`config.mk`:
```
export PLATFORM = sky130hd
export DESIGN_NAME = bus_interconnect_n
export DESIGN_NICKNAME = d
export VERILOG_FILES = /design/src/rtl/bus_interconnect_n.sv
export SDC_FILE = /design/constraint.sdc
export NUM_CORES = 1
export LEC_CHECK = 0
export BUFFER_PORTS_ARGS = -buffer_cell sky130_fd_sc_hd__buf_2
export CAP_MARGIN = 20
export CORE_AREA = 5 5 113 115
export CTS_BUF_LIST = sky130_fd_sc_hd__clkbuf_4 sky130_fd_sc_hd__clkbuf_8
export DETAILED_ROUTE_END_ITERATION = 12
export DIE_AREA = 0 0 118 120
export HOLD_SLACK_MARGIN = 0.12
export PLACE_DENSITY = 0.77
export SLEW_MARGIN = 20
export SYNTH_ARGS = -nofsm -noshare
export SYNTH_HDL_FRONTEND = slang
export SYNTH_SLANG_ARGS = --single-unit
```
`constraint.sdc`:
```
create_clock -name clk -period 2.2 [get_ports clk]
set_input_delay 0.11 -clock clk [delete_from_list [all_inputs] [get_ports clk]]
set_output_delay 0.11 -clock clk [all_outputs]
set_load 0.01 [all_outputs]
```
`src/rtl/bus_interconnect_n.sv`:
```
// bus_interconnect_n: single-master to N-slave bus bridge with address decode, ack timeout and error response
module bus_interconnect_n #(
  parameter int                      NUM_SLAVES = 2,
  parameter logic [4*NUM_SLAVES-1:0] SLAVE_BASE = {4'h8, 4'h0},
  parameter int                      TIMEOUT    = 16,
  parameter logic [31:0]             ERR_DATA   = 32'hDEAD_BEEF
) (
  input  logic                     clk,
  input  logic                     rst_n,
  input  logic                     proc_rd_en_i,
  input  logic                     proc_wr_en_i,
  input  logic [31:0]              proc_addr_i,
  input  logic [31:0]              proc_data_i,
  output logic [31:0]              proc_data_o,
  output logic                     proc_ack_o,
  output logic                     proc_err_o,
  output logic                     proc_busy_o,
  output logic [NUM_SLAVES-1:0]    slv_rd_en_o,
  output logic [NUM_SLAVES-1:0]    slv_wr_en_o,
  output logic [31:0]              slv_addr_o,
  output logic [31:0]              slv_data_o,
  input  logic [32*NUM_SLAVES-1:0] slv_data_i,
  input  logic [NUM_SLAVES-1:0]    slv_ack_i
);
  localparam int SW = NUM_SLAVES > 1 ? $clog2(NUM_SLAVES) : 1;
  localparam logic [1:0] IDLE = 2'd0, ACCESS = 2'd1, RESP = 2'd2;
  logic [1:0]            state;
  logic [SW-1:0]         sel, idx;
  logic                  hit, op_rd, err;
  logic [7:0]            cnt;
  logic [NUM_SLAVES-1:0] onehot;
  logic [31:0]           rd_word;
  // Address decode: scanning downward lets the lowest matching index win
  always_comb begin
    hit = 1'b0;
    idx = '0;
    for (int i = NUM_SLAVES - 1; i >= 0; i--)
      if (proc_addr_i[31:28] == SLAVE_BASE[4*i +: 4]) begin
        hit = 1'b1;
        idx = SW'(i);
      end
  end
  assign onehot      = NUM_SLAVES'(1) << sel;
  assign rd_word     = slv_data_i[32*sel +: 32];
  assign slv_rd_en_o = (state == ACCESS && op_rd) ? onehot : '0;
  assign slv_wr_en_o = (state == ACCESS && !op_rd) ? onehot : '0;
  assign proc_ack_o  = state == RESP;
  assign proc_err_o  = state == RESP && err;
  assign proc_busy_o = state != IDLE;
  // Transaction FSM: latch request, wait for selected ack or timeout, one-cycle response
  always_ff @(posedge clk or negedge rst_n) begin
    if (!rst_n) begin
      state       <= IDLE;
      sel         <= '0;
      op_rd       <= 1'b0;
      err         <= 1'b0;
      cnt         <= '0;
      slv_addr_o  <= '0;
      slv_data_o  <= '0;
      proc_data_o <= '0;
    end else begin
      case (state)
        IDLE:
          if (proc_rd_en_i ^ proc_wr_en_i) begin
            slv_addr_o <= proc_addr_i;
            slv_data_o <= proc_data_i;
            op_rd      <= proc_rd_en_i;
            sel        <= idx;
            err        <= !hit;
            cnt        <= '0;
            state      <= hit ? ACCESS : RESP;
            if (!hit && proc_rd_en_i) proc_data_o <= ERR_DATA;
          end else if (proc_rd_en_i && proc_wr_en_i) begin
            err         <= 1'b1;
            proc_data_o <= ERR_DATA;
            state       <= RESP;
          end
        ACCESS:
          if (slv_ack_i[sel]) begin
            err   <= 1'b0;
            state <= RESP;
            if (op_rd) proc_data_o <= rd_word;
          end else if (cnt == 8'(TIMEOUT - 1)) begin
            err   <= 1'b1;
            state <= RESP;
            if (op_rd) proc_data_o <= ERR_DATA;
          end else begin
            cnt <= cnt + 8'd1;
          end
        default: state <= IDLE;
      endcase
    end
  end
endmodule

```
==> flow_metrics.py <==
metrics = {
    "detailed_routing": {
        "antenna_left": 0,
        "finalWirelength_um": 16240,
        "vias_per_cell": 4.894,
        "drt_iter0_drc": 343,
        "vias": 4870,
        "drt_pass1_iterations": 5,
        "wl_per_cell_um": 16.32,
        "drc_errors": 0,
    },
    "die": {
        "fp.coreArea_mm2": 0.01171,
        "dieHeight_um": 120,
        "row_count": 40,
        "initial_core_util_pct": 41.94,
        "die-width_um": 118,
        "dieArea_mm2": 0.01416,
        "ios": 237,
    },
    "sta": {
        "report.final.slew_viol_count": 0,
        "clock_skew_ns": 0.01180,
        "fin_setup_tns_ns": -0.03384,
        "setup_viol": 8,
        "finalCritPeriodShare_pct": 100.5,
        "worstMarginPinSlew_ns": 0.7038,
        "rsz0062_at_grt": "true",
        "finalHoldViolCount": 0,
        "worst_slack_ns": -0.01088,
        "fmax_mhz": 452.3,
        "post-route-min-period_ns": 2.211,
        "slew_headroom_pct": 53.08,
        "whs_ns": 0.1460,
    },
    "setup_path": {
        "cp.arrival_ns": 2.46,
        "start_kind": "register",
        "required_ns": 2.45,
        "critPathMaxFanout": 24,
        "path_cells": "or4_4 > o21a_1 > o32ai_2 > buf_4 > nor3_4 > buf_12 > mux2_4",
        "end_kind": "register",
        "slowest_stage": "or4_4",
        "critical_path_class": "register to register",
        "cpPeakStageDelay_ns": 0.57,
    },
    "worst_hold_path": {
        "hold_class": "input port to register",
    },
    "synthesis": {
        "synth_top_area_cell": "dfrtp_1",
        "synth-seq-cells": 109,
        "synth_cell_types": 38,
        "synthTopCellsByArea": "dfrtp_1 56%, nand2_1 17%, mux2_4 9.2%",
        "yosysSeqAreaShare_pct": 55.53,
        "synth-async-reset-ratio_pct": 100.0,
        "synth_area_mm2": 0.004912,
        "synth_edf_count": 0,
        "synth_fp_nets": 626,
        "syn_avg_cell_area_um2": 10.02,
        "yosysWarnings": 0,
        "synth-main-ff-cell": "dfrtp_1",
        "syn_inst": 490,
        "synth_top_area_share_pct": 55.53,
    },
    "global_routing": {
        "antenna_found_initial": 1,
        "grt_pass1_vias": 5132,
        "grt_pass1_wl_um": 26160,
        "grt_usage_pct": 22.78,
        "grt-ovfl-total": 0,
        "grt_max_degree": 69,
    },
    "final_layout": {
        "syn_to_final_growth_pct": 56.04,
        "multiInputGateArea_mm2": 0.002074,
        "fillers": 874,
        "stdcell_area_mm2": 0.007665,
        "fin_nets": 980,
        "antennaDiodeCount": 0,
        "regArea_mm2": 0.002729,
        "drive_gt1_share_pct": 37.38,
    },
    "power_and_ir_drop": {
        "power_w": 0.005776,
        "vdd_drop_max_mv": 0.4177,
        "p_per_area_mw_per_mm2": 753.6,
        "leakagePower_nw": 3.896,
    },
    "run_status": {
        "outcome": "complete, but fails checks",
        "violations": "negative setup slack",
    },
    "clock_tree": {
        "clock_path_buffers": 2,
        "cts_buffers": 9,
        "insertion_delay_ns": 0.37,
        "cts-root-buf": "clkbuf_8",
        "htree_levels": 3,
        "cts_tree": "done",
        "cts_sinks": 109,
        "clk_pin_slew_worst_paths_ns": 0.10,
    },
    "placed_design": {
        "place_area_mm2": 0.006354,
        "hpwl_um": 10230,
        "io_buffer_count": 236,
        "gp_congestion": 0.7966,
    },
    "flow_run": {
        "drv_cap": 0,
    },
}
==> worst max-delay path, delay by kind of cell (launching register included) <==
kind / cells / cell delay, ns
flops: 1 / 0.39
compound gates: 2 / 0.42
mux: 1 / 0.31
buf+inv: 2 / 0.35
simple gates: 2 / 0.62
==> state kept, by name (all words and copies together), names as in the netlist <==
name / count
op_rd: 1
err: 1
cnt: 8
slv_addr_o: 32
sel: 1
proc_data_o: 32
slv_data_o: 32
state: 2
==> Yosys cell counts, types with 2 or more instances <==
cell      instances
nor3_1            3
nand4_1           2
nand2b_1          3
mux2_4           30
o21ai_0           3
o21a_1            2
nor2b_1           3
dfrtp_1         109
inv_1             2
a31oi_1           2
buf_6             3
nand2_1         225
or3_1             2
mux2_2            2
buf_1             6
nor2_1           17
clkbuf_1         17
ha_1              2
or2_2             2
nand3_1           2
mux2i_1          34
a21oi_1           3
==> cell type report <==
cell class	instances	share of cell area [%]
inverter	2	0.09794
clock buffer	10	1.796
clock inverter	5	0.5877
timing repair buffer	369	32.45
tap	147	2.400
sequential	109	35.60
multi-input combinational	353	27.06
==> where the power goes <==
part	internal [W]	leakage [nW]	total (W)	switching (W)
clock network	0.000454	0.0909	0.00115	0.000698
logic	0.000876	2.52	0.00194	0.00106
registers	0.00243	1.28	0.00268	0.000257
total	0.00376	3.90	0.00578	0.00202
==> repair_timing <==
| item | 4_1_cts | 5_1_grt |
|---|---|---|
| hold endpoints to repair | 129 | 0 |
| resized for setup | 1 | 2 |
| endpoints found under the setup margin | 30 | 32 |
| buffers inserted | 0 | 3 |
| hold buffers | 109 | 0 |
| gates cloned | 0 | 0 |
==> metal layers <==
metal  wire [µm]  vias up  global-route usage, %
met2        8268      231                  39.78
met3        1203       49                  6.692
met1        6209     2307                  25.98
met5          13        -                      0
li1            -     2281                      -
met4         541        2                  9.749
==> layout by cell type (no fill, tap or decap), drive strengths merged, types with 2 or more instances in the layout <==
cell and n:
nand2 226, nor2 17, clkinv 2, nand2b 3
buf 260, ha 2, dlygate4sd3 109, clkbuf 10
nand3 2, inv 4, o21a 2, nand4 2
nor3 4, mux2i 34, or2 2, nor2b 3
a21oi 3, or3 2, mux2 32, a31oi 2
o211ai 2, dfrtp 109, o21ai 3
==> final timing paths <==
kind	cells after the start	to	from	slack, ns
min	4	proc_data_o[22]	slv_data_i[22]	0.15
min in group asynchronous	2	proc_data_o[17]	rst_n	0.27
min reg2reg	1	err	err	0.48
max in group asynchronous	3	sel	rst_n	1.24
max reg2reg	7	proc_data_o[4]	cnt[4]	-0.01
max	7	proc_data_o[4]	cnt[4]	-0.01
==> through the flow <==
step / worst slack [ns] / util [%] / std cells
after floorplan: 0.01982 / - / 490
after global placement: 0.02540 / 54.25 / 868
after detailed placement: -0.02197 / 54.25 / 868
after CTS: 0.001656 / 65.19 / 992
after global routing: -0.07358 / 65.45 / 995
final: -0.01088 / 65.45 / 995
==> cell families (layout without fill, tap and decap cells) <==
group,after synthesis,count (layout),share of synthesized area (%)
multiplexers,66,66,16.56
AND/OR/NAND/NOR,265,265,21.73
adder cells (fa/ha/maj),2,2,0.5093
XOR/XNOR,1,1,0.1783
flip-flops,109,109,55.53
buffers and inverters,28,386,2.598
AO/OA/AOI/OAI,19,19,2.904
No activity file was read; power rests on OpenSTA's default activity.
